[config.mk]
export PLATFORM = sky130hd
export DESIGN_NAME = dcache_l2c_req_ctrl
export DESIGN_NICKNAME = d
export VERILOG_FILES = /design/src/rtl/dcache_l2c_req_ctrl.sv
export SDC_FILE = /design/constraint.sdc
export NUM_CORES = 1
export LEC_CHECK = 0
export CORE_UTILIZATION = 43
export DETAILED_ROUTE_END_ITERATION = 12
export MAX_ROUTING_LAYER = met4
export PLACE_DENSITY = 0.76
export SYNTH_ARGS = -nofsm -noshare
export SYNTH_HDL_FRONTEND = slang
export SYNTH_SLANG_ARGS = --single-unit
[constraint.sdc]
create_clock -name clk_i -period 16.09 [get_ports clk_i]
set_input_delay 3.218 -clock clk_i [delete_from_list [all_inputs] [get_ports clk_i]]
set_output_delay 3.218 -clock clk_i [all_outputs]
set_load 0.1 [all_outputs]
[src/rtl/dcache_l2c_req_ctrl.sv]
// dcache_l2c_req_ctrl
// Drains MSHR misses into L2 line-fill requests, tracks requests in flight,
// buffers L2 answers in a small FIFO toward the D1 refill path, and discards
// answers that belong to requests issued before an MSHR flush.
module dcache_l2c_req_ctrl #(
    parameter int MAX_OUTSTANDING = 4,
    parameter int ANS_FIFO_DEPTH  = 2,
    parameter int LINE_ADDR_W     = 26,
    parameter int LINE_W          = 128,
    localparam int OUT_W          = $clog2(MAX_OUTSTANDING + 1)
) (
    input  logic                   clk_i,
    input  logic                   rst_i,
    input  logic                   flush_i,
    input  logic                   req_available_i,
    input  logic [LINE_ADDR_W-1:0] mshr_line_addr_i,
    input  logic                   mshr_busy_i,
    output logic                   put_wait_read_line_o,
    output logic                   l2c_req_valid_o,
    input  logic                   l2c_req_ready_i,
    output logic [LINE_ADDR_W-1:0] l2c_req_line_addr_o,
    input  logic                   l2c_ans_valid_i,
    output logic                   l2c_ans_ready_o,
    input  logic [LINE_ADDR_W-1:0] l2c_ans_line_addr_i,
    input  logic [LINE_W-1:0]      l2c_ans_line_i,
    output logic                   refill_valid_o,
    input  logic                   refill_ready_i,
    output logic [LINE_ADDR_W-1:0] refill_line_addr_o,
    output logic [LINE_W-1:0]      refill_line_o,
    output logic [OUT_W-1:0]       outstanding_o,
    output logic                   idle_o
);

    localparam int CNT_W = $clog2(ANS_FIFO_DEPTH + 1);
    localparam logic [OUT_W-1:0] MAX_OUT  = OUT_W'(MAX_OUTSTANDING);
    localparam logic [CNT_W-1:0] FULL_CNT = CNT_W'(ANS_FIFO_DEPTH);

    typedef enum logic {
        ST_IDLE  = 1'b0,
        ST_ISSUE = 1'b1
    } state_t;

    state_t                 r_state;
    state_t                 w_state_next;
    logic [LINE_ADDR_W-1:0] r_addr;
    logic [OUT_W-1:0]       r_outstanding;
    logic [OUT_W-1:0]       r_drop;
    logic [OUT_W-1:0]       w_drop_reload;

    logic [LINE_ADDR_W-1:0] r_fifo_addr [ANS_FIFO_DEPTH];
    logic [LINE_W-1:0]      r_fifo_line [ANS_FIFO_DEPTH];
    logic                   r_wr_ptr;
    logic                   r_rd_ptr;
    logic [CNT_W-1:0]       r_count;

    logic w_fire;
    logic w_req_valid;
    logic w_req_hs;
    logic w_full;
    logic w_empty;
    logic w_pop;
    logic w_ans_fire;
    logic w_push;

    assign w_full     = (r_count == FULL_CNT);
    assign w_empty    = (r_count == '0);
    assign w_pop      = !w_empty && refill_ready_i;
    assign w_req_hs   = w_req_valid && l2c_req_ready_i;
    assign w_ans_fire = l2c_ans_valid_i && l2c_ans_ready_o;
    assign w_push     = w_ans_fire && (r_drop == '0) && !flush_i;

    // A request still parked in ISSUE will be answered later, so it is
    // counted among the answers to discard after a flush.
    assign w_drop_reload = r_outstanding - OUT_W'(w_ans_fire)
                         + OUT_W'(r_state == ST_ISSUE);

    assign put_wait_read_line_o = w_fire;
    assign l2c_req_valid_o      = w_req_valid;
    assign l2c_req_line_addr_o  = r_addr;
    assign l2c_ans_ready_o      = (r_drop != '0) || !w_full || w_pop;
    assign refill_valid_o       = !w_empty;
    assign refill_line_addr_o   = w_empty ? '0 : r_fifo_addr[r_rd_ptr];
    assign refill_line_o        = w_empty ? '0 : r_fifo_line[r_rd_ptr];
    assign outstanding_o        = r_outstanding;
    assign idle_o               = (r_state == ST_IDLE) && (r_outstanding == '0)
                                && (r_drop == '0) && w_empty;

    // Request FSM state register
    always_ff @(posedge clk_i) begin
        if (rst_i) r_state <= ST_IDLE;
        else       r_state <= w_state_next;
    end

    // Request FSM: fire marks the MSHR entry in the same cycle its address is latched
    always_comb begin
        w_state_next = r_state;
        w_fire       = 1'b0;
        w_req_valid  = 1'b0;
        case (r_state)
            ST_IDLE: begin
                if (req_available_i && !mshr_busy_i && !flush_i &&
                    (r_outstanding < MAX_OUT)) begin
                    w_fire       = 1'b1;
                    w_state_next = ST_ISSUE;
                end
            end
            ST_ISSUE: begin
                w_req_valid = 1'b1;
                if (l2c_req_ready_i) w_state_next = ST_IDLE;
            end
            default: w_state_next = ST_IDLE;
        endcase
    end

    // Latch the line address of the entry being drained
    always_ff @(posedge clk_i) begin
        if (rst_i)       r_addr <= '0;
        else if (w_fire) r_addr <= mshr_line_addr_i;
    end

    // Requests in flight: up on request handshake, down on every accepted answer
    always_ff @(posedge clk_i) begin
        if (rst_i) r_outstanding <= '0;
        else       r_outstanding <= r_outstanding + OUT_W'(w_req_hs) - OUT_W'(w_ans_fire);
    end

    // Count of stale answers still to be discarded after a flush
    always_ff @(posedge clk_i) begin
        if (rst_i)                               r_drop <= '0;
        else if (flush_i)                        r_drop <= w_drop_reload;
        else if (w_ans_fire && (r_drop != '0))   r_drop <= r_drop - 1'b1;
    end

    // Answer FIFO pointers and occupancy; a flush empties it
    always_ff @(posedge clk_i) begin
        if (rst_i || flush_i) begin
            r_wr_ptr <= 1'b0;
            r_rd_ptr <= 1'b0;
            r_count  <= '0;
        end else begin
            if (w_push) r_wr_ptr <= r_wr_ptr + 1'b1;
            if (w_pop)  r_rd_ptr <= r_rd_ptr + 1'b1;
            case ({w_push, w_pop})
                2'b10:   r_count <= r_count + 1'b1;
                2'b01:   r_count <= r_count - 1'b1;
                default: r_count <= r_count;
            endcase
        end
    end

    // Answer FIFO storage; data is only observed through the occupancy gate
    always_ff @(posedge clk_i) begin
        if (w_push) begin
            r_fifo_addr[r_wr_ptr] <= l2c_ans_line_addr_i;
            r_fifo_line[r_wr_ptr] <= l2c_ans_line_i;
        end
    end

    // An answer with nothing in flight means the L2 side broke the protocol
    a_no_orphan_answer: assert property (@(posedge clk_i) disable iff (rst_i)
        (l2c_ans_valid_i && l2c_ans_ready_o) |-> (r_outstanding != '0));

    // The credit counter must stay within its configured limit
    a_credit_bound: assert property (@(posedge clk_i) disable iff (rst_i)
        r_outstanding <= MAX_OUT);

endmodule
---- Yosys cells after proc, flatten, opt, wreduce, memory -nomap -nowiden ----
Memory sizes are Yosys's and may differ from the RTL's. A register that Yosys moved wholly into a read port is not among the register bits.
Index checks and enable logic that the tools add are counted.
storage, ports and cells
  register bits after elaboration ......... 37
  memory bits (writable) .................. 308
  input bits .............................. 188
  output and inout bits ................... 188
  logic and storage cells ................. 64
  memories kept ........................... 2
memory list
  name         words  width  read ports  clocked after Yosys merged registers in  wr ports  RTL line  RTL
  r_fifo_line  2      128    1           1                                        1         51        logic [LINE_W-1:0] r_fifo_line [ANS_FIFO_DEPTH];
  r_fifo_addr  2      26     1           1                                        1         50        logic [LINE_ADDR_W-1:0] r_fifo_addr [ANS_FIFO_DEPTH];
operators by class
  add/sub/neg operators ................... 9
  magnitude comparators ................... 1
  eq/ne operators ......................... 3
  mux-type cells .......................... 16
  bitwise logic cells ..................... 1
  reductions and logical operators ........ 25
operator list
  kind                                                                    number
  128-bit two-way mux                                                     1
  26-bit two-way mux                                                      1
  1-bit logical AND                                                       12
  1-bit two-way mux                                                       10
  3-bit by 1-bit adder with 3-bit output                                  2
  3-bit zero test                                                         2
  3-bit two-way mux                                                       2
  3-bit by 1-bit subtractor with 3-bit output                             2
  2-bit equality test (second input constant)                             2
  1-bit zero test                                                         4
  2-bit case mux with 2 select lines                                      1
  2-bit nonzero test                                                      2
  1-bit logical OR                                                        3
  3-bit less-than comparator (second input constant)                      1
  3-bit nonzero test                                                      1
  3-bit by 1-bit subtractor with 3-bit output (second input constant)     1
  1-bit adder (second input constant)                                     2
  2-bit by 1-bit adder with 2-bit output (second input constant)          1
  2-bit by 1-bit equality test with 1-bit output (second input constant)  1
  2-bit zero test                                                         1
  1-bit case mux with 2 select lines                                      1
  2-bit by 1-bit subtractor with 2-bit output (second input constant)     1
  1-bit inverter                                                          1

---- Logic depth before layout (Yosys ltp) ----
Gate-level depths: netlist (run 1).
  word-level depth ........................ 9
  mapped depth ............................ 12
  depth with buffers taken out ............ 12

---- Worst setup path before layout (run 1) ----
No wires, ideal clock.
  path kind ............................... input-to-reg
  start point ............................. in refill_ready_i
  end point ............................... mem r_fifo_addr[1][0] (enable)
  setup time .............................. 888 ps
  data arrival time ....................... 14,676 ps
  data required time ...................... 15,202 ps
  slack ................................... 526 ps
  cell stages on the path ................. 3
  path buffers ............................ 0
  cell sequence ........................... nor3b_1 nand3b_1 nor3b_1
between the ends
  word-level cells in the longest chain between the ends .. 7
RTL lines
  item                                     RTL line  RTL
  from (decl)                              27        input logic refill_ready_i,
  1-bit logical AND                        67        assign w_pop = !w_empty && refill_ready_i;
  1-bit logical OR                         80        assign l2c_ans_ready_o = (r_drop != '0) || !w_full || w_pop;
  1-bit logical AND                        69        assign w_ans_fire = l2c_ans_valid_i && l2c_ans_ready_o;
  1-bit logical AND (2 in a row)           70        assign w_push = w_ans_fire && (r_drop == '0) && !flush_i;
  1-bit two-way mux                        153       if (w_push) begin
  1-bit two-way mux (not written as such)  154       r_fifo_addr[r_wr_ptr] <= l2c_ans_line_addr_i;
  to (decl)                                50
Every way passes these cells.

---- Worst setup path in the final report (run 1) ----
  start point ............................. in flush_i
  end point ............................... out put_wait_read_line_o
between the ends
  word-level cells in the longest chain between the ends .. 5
RTL lines
  item                            RTL line  RTL
  from (decl)                     14        input logic flush_i,
  1-bit zero test                 101       if (req_available_i && !mshr_busy_i && !flush_i &&
  1-bit logical AND (2 in a row)  101
  1-bit two-way mux               101
  1-bit two-way mux               99        case (r_state)
  to (decl)                       18        output logic put_wait_read_line_o,
Every way passes these cells.

==> results of run 1 <==
[layout make-up]
cell class | instances | area share
multi-input cells | 445 | 0.169
repair buffers | 384 | 0.205
clock buffers | 50 | 0.0522
well taps | 396 | 0.0265
inverters | 11 | 0.00221
diodes | 1 | 0.000134
flip-flops and latches | 346 | 0.536
clock inverters | 16 | 0.00844
[synthesized netlist by cell type (all sizes together) (2+ instances only)]
cell type,instances
ha,7
buf,37
a211oi,2
nand2,6
or3,2
nor3,4
xor2,4
nor3b,2
inv,11
dfxtp,38
edfxtp,308
mux2i,181
nor2,162
xnor2,2
o21ai,3
a21boi,2
clkbuf,8
fa,2
nand2b,53
nor2b,2
[sequential cells by signal (all words and copies together) (netlist names), named ones only]
name / flops
r_fifo_line: 256
r_fifo_addr: 52
r_state: 1
r_drop: 3
r_wr_ptr: 1
l2c_req_line_addr_o: 26
r_count: 2
r_rd_ptr: 1
outstanding_o: 3
[power groups by stage]
stage | clock (mW) | combinational (mW) | sequential [mW]
2_1_floorplan | 0 | 0.188 | 1.11
3_3_place_gp | 0 | 0.336 | 1.06
3_5_place_dp | 0 | 0.341 | 1.06
4_1_cts | 0.821 | 0.343 | 1.04
5_1_grt | 0.853 | 0.356 | 1.04
6_report | 0.801 | 0.340 | 1.04
[kinds of logic (layout without fill, tap and decap cells)]
kind of cell,after synthesis,after routing,synth area share
flops,346,346,0.745
simple gates,237,237,0.0791
mux,181,181,0.135
buf+inv,56,461,0.0218
compound gates,12,12,0.00624
fa+ha+maj,9,9,0.00949
xor+xnor,6,6,0.00391
other cells,0,1,0
[critical path, cell delays in order]
cell and delay [ns]:
clkdlybuf4s50_1 0.72, nor2_1 0.20, and3_1 0.16, buf_4 0.40
clkdlybuf4s50_1 1.23
[worst min-delay path by stage]
stage,startpoint,endpoint,cells past startpoint
final,l2c_req_line_addr_o[9],l2c_req_line_addr_o[9],2
after global routing,l2c_req_line_addr_o[7],l2c_req_line_addr_o[7],2
after CTS,l2c_req_line_addr_o[7],l2c_req_line_addr_o[7],2
after detailed placement,l2c_req_line_addr_o[7],l2c_req_line_addr_o[7],2
after global placement,l2c_req_line_addr_o[25],l2c_req_line_addr_o[25],2
after floorplan,r_wr_ptr,r_wr_ptr,2
[metal layers]
layer  vias to the layer above  part of all wire  routed length, microns
met5                         -                 0                       0
met4                         0             0.024                     714
li1                       3834                 -                       -
met1                      3858              0.39                   11700
met3                        48             0.082                    2440
met2                       284              0.50                   15000
[through the flow]
step	setup WS, ns	cells	total power, mW	util
6_report	6.92	1649	2.18	0.609
5_1_grt	6.80	1649	2.25	0.609
4_1_cts	6.93	1648	2.20	0.609
3_5_place_dp	6.93	1582	1.40	0.572
3_3_place_gp	6.97	1582	1.39	0.572
2_1_floorplan	0.526	847	1.30	-
==> results.md, run 1 <==
- Status: finished clean
- Cells after Synth: 847
- First-pass GRT wire length: 42.9 mm
- Max H-tree Level: 2
- Hold crit path type: reg2reg
- Fin area: 18700 sq um
- Commonest non-fill, non-tap cell in the layout: clkdlybuf4s50_1
- Register area: 10000 sq um
- Fin crit share: 0.570
- Initial antenna violation count: 1
- Top cell type's share of synthesized area: 0.688
- Unrepaired setup endpoints after global routing: no
- Met2 Use GR: 0.304
- Longest Clk Path Bufs: 3
- Routed Antenna Nets: 0
- Crit start category: input pin
- DRC Markers: 0
- Sequential fraction of the synthesis area: 0.745
- Worst-Skew Late Latency: 0.51 ns
- GRT Max-Usage Layer: met2
- Lkg Pwr: 5.96 nW
- Met3 Resource Use GR: 0.0520
- DRT iter0 DRCs: 426
- Met1 GRT Util: 0.211
- Initial Util: 0.438
- Seq cells post-synth: 346
- Register-to-register setup slack: 12.95 ns
- Reg power frac: 0.476
- CTS tree: yes
- Die Y: 179 microns
- Asr flop ratio synth: 0
- Synth-to-Final Area Change: 38.9%
- GPL Wtd Cong: 0.737
- Crit. End Element: output pin
- Switching Share: 0.264
- Main area contributors after synthesis: edfxtp_1 (69%), mux2i_1 (13%), dfxtp_1 (5.7%)
- Io pins: 376
- Row cnt: 64
- Post-CTS Setup Bufs: 0
- Worst setup path start: flush_i
- Least-Margin Pin Slew: 1.18 ns
- Final Hold Vio Count: 0
- PostCTS Resize Cnt: 0
- Required time of the critical path: 12.87 ns
- Top FF cell, synth: edfxtp_1
- Via-to-Cell Ratio: 4.87
- Root Buffer: clkbuf_16
- Final WL: 29.9 mm
- R2r worst-path depth: 6
- Synthesized area: 13400 sq um
- Type of the worst setup path: in2out
- Reg2reg end: r_fifo_line[1][73]
- Yosys cell types: 33
- Layout cell share with drive strength beyond 1: 0.0487
- EDFF count, synth: 308
- Worst relative slew slack: 0.212
- Post-layout nets: 1422
- Worst Setup EP: put_wait_read_line_o
- Internal power: 1.60 mW
- Synthesis Warnings: 0
- Commonest non-fill, non-tap cells in the layout: clkdlybuf4s50_1 (375), edfxtp_1 (308), mux2i_1 (181)
- Vias in the first global route: 7915
- Clock share of power: 0.368
- GRT Resource Usage Total: 0.182
- Routed wire length per instance: 18.1 microns
- Core area: 30700 sq um
- Full die area: 32000 sq um
- Clock-pin slew on the worst setup and hold paths: 0.06 ns
- Hold_buf cts: 0
- Pin count of the biggest net entering global routing: 155
- Yosys top cell by area: edfxtp_1
- TNS Setup: 0 ns
- # Max-Cap Violations: 0
- Final setup viols: 0
- Power Density: 117 nW/um^2
- Syn nets: 1044
- FMAX: 109 MHz
- Area of the multi-input gates: 3160 sq um
- First-pass DRT Iterations: 4
- Via count: 8024
- Syn Area/Cell: 15.9 sq um
- Worst clock skew: 0.0139 ns
- HPWL after DPL: 19.1 mm
- Clock sink count: 346
- Gr ovfl total: 0
- Share of total power in combinational logic: 0.156
- WP data arrival: 5.95 ns
- Hold slack: 0.475 ns
- Peak VDD IR: 0.0000949 V
- Fill cell instance count of the final layout: 2319
- Tmin final: 9.17 ns
- CP max FO: 28
- Net Sw Power: 576 uW
- Worst flop-to-flop path startpoint: r_drop[0]
- Die width: 179 microns
- Final Max Slew Viols: 0
- Buffers added on ports: 375
- Post-place instance area: 17500 sq um
- Num CTS Buffers: 37
Power figures use the tool's default switching activity.
==> run 2, diff against run 1 <==
Settings changed: CORE_UTILIZATION 43 to 48, PLACE_DENSITY 0.76 to 0.8.
Clock period 16.09 ns to 9.1 ns, I/O delays scaled along.
==> run 2 against run 1 <==
Effect of this change: via count up 2.0%; critical path depth unchanged; core utilization is 8.1 points higher; combinational power increased by 78%; global-route usage grew 3.2 points; final cell count decreased by 1.5%; total power increased by 80%; clock-buffer cell count shrank 3; hold slack got worse by 0.0041 ns; cell area grew 0.42%; critical path type unchanged.
==> results.md, run 2 (synthesis results as in run 1) <==
- Full die area: 28700 sq um
- Reg power frac: 0.468
- Unrepaired setup endpoints after global routing: no
- Routed wire length per instance: 18.6 microns
- First-pass DRT Iterations: 5
- Die width: 169 microns
- Tmin final: 6.39 ns
- Reg2reg end: r_fifo_line[1][81]
- Clock share of power: 0.377
- Gr ovfl total: 0
- Register-to-register setup slack: 6.35 ns
- Row cnt: 60
- WP data arrival: 4.57 ns
- Initial antenna violation count: 1
- DRT iter0 DRCs: 486
- GRT Max-Usage Layer: met2
- Least-Margin Pin Slew: 1.07 ns
- Switching Share: 0.260
- Via-to-Cell Ratio: 5.04
- Power Density: 209 nW/um^2
- # Max-Cap Violations: 0
- Final Hold Vio Count: 0
- Longest Clk Path Bufs: 3
- Crit start category: input pin
- Internal power: 2.90 mW
- Total power: 3.92 mW
- Final setup viols: 0
- Root Buffer: clkbuf_16
- Die Y: 169 microns
- R2r worst-path depth: 6
- Pin count of the biggest net entering global routing: 155
- Via count: 8183
- CTS tree: yes
- Lkg Pwr: 6.00 nW
- Share of total power in combinational logic: 0.154
- Core area: 27200 sq um
- Post-layout nets: 1421
- Met3 Resource Use GR: 0.0679
- Synth-to-Final Area Change: 39.5%
- TNS Setup: 0 ns
- GPL Wtd Cong: 0.768
- Max reg flops: 256
- Worst relative slew slack: 0.282
- Worst Hold End: l2c_req_line_addr_o[10]
- Vias in the first global route: 8563
- Clock-pin slew on the worst setup and hold paths: 0.05 ns
- Num CTS Buffers: 37
- Buffers added on ports: 375
- Layout cell share with drive strength beyond 1: 0.0528
- Crit. End Element: output pin
- FMAX: 156 MHz
- Final WL: 30.3 mm
- Hold_buf cts: 0
- Final Max Slew Viols: 0
- Worst clock skew: 0.0108 ns
- Initial Util: 0.495
- Hold_sp: l2c_req_line_addr_o[10]
- Required time of the critical path: 7.28 ns
- Met2 Use GR: 0.359
- Hold crit path type: reg2reg
- DRC Markers: 0
- Io pins: 376
- Met1 GRT Util: 0.239
- Worst-Skew Late Latency: 0.51 ns
- Clock sink count: 346
- Peak VDD IR: 0.000215 V
- Routed Antenna Nets: 0
- Commonest non-fill, non-tap cell in the layout: clkdlybuf4s50_1
- Commonest non-fill, non-tap cells in the layout: clkdlybuf4s50_1 (375), edfxtp_1 (308), mux2i_1 (181)
- Post-CTS Setup Bufs: 0
- Fin crit share: 0.702
- HPWL after DPL: 19.4 mm
- First-pass GRT wire length: 45.5 mm
- Status: finished clean
- Net Sw Power: 1.02 mW
- Max H-tree Level: 2
- Hold depth: 2
- Largest register by flop count: r_fifo_line
- PostCTS Resize Cnt: 0
- CP max FO: 28
- Type of the worst setup path: in2out
- Worst flop-to-flop path startpoint: r_drop[0]
- GRT Resource Usage Total: 0.214
## run 2: cell type report
type / count / area [sq um]
Sequential cell: 346 / 10000
Multi-Input combinational cell: 445 / 3170
Tap cell: 372 / 465
Timing Repair Buffer: 383 / 3850
Clock inverter: 19 / 195
Fill cell: 1847 / 8420
Antenna cell: 1 / 2.50
Clock buffer: 47 / 1020
Inverter: 11 / 41.3
## run 2: metrics by stage
step	utilization	setup slack, ns	hold slack, ns	area [sq um]	std cells
after global placement	0.645	2.71	0.457	17500	1557
final	0.690	2.71	0.471	18800	1624
after CTS	0.690	2.71	0.477	18800	1623
after global routing	0.690	2.56	0.497	18800	1624
after detailed placement	0.645	2.71	0.460	17500	1557
after floorplan	-	0.440	0.465	13500	847
## run 2: worst max path at each step
stage,start,to
floorplan,refill_ready_i,r_fifo_addr[1][0]
global placement,flush_i,put_wait_read_line_o
detailed placement,flush_i,put_wait_read_line_o
CTS,flush_i,put_wait_read_line_o
global route,flush_i,put_wait_read_line_o
finish,flush_i,put_wait_read_line_o
## run 2: routing by layer
metal | vias up | routed length (microns)
met1 | 3967 | 11600
met4 | 0 | 940
met3 | 61 | 2820
met5 | - | 0
met2 | 326 | 14900
li1 | 3829 | -
## run 2: critical path, stage by stage
cell and delay, ns:
clkdlybuf4s50_1 0.73, nor2_1 0.21, and3_1 0.17, buf_4 0.39, clkdlybuf4s50_1 1.22
## run 2: power groups by stage
stage	registers [mW]	clock network (mW)	logic (mW)
2_1_floorplan	1.95	0	0.332
3_3_place_gp	1.86	0	0.597
3_5_place_dp	1.87	0	0.607
4_1_cts	1.84	1.51	0.609
5_1_grt	1.84	1.57	0.634
6_report	1.84	1.48	0.605
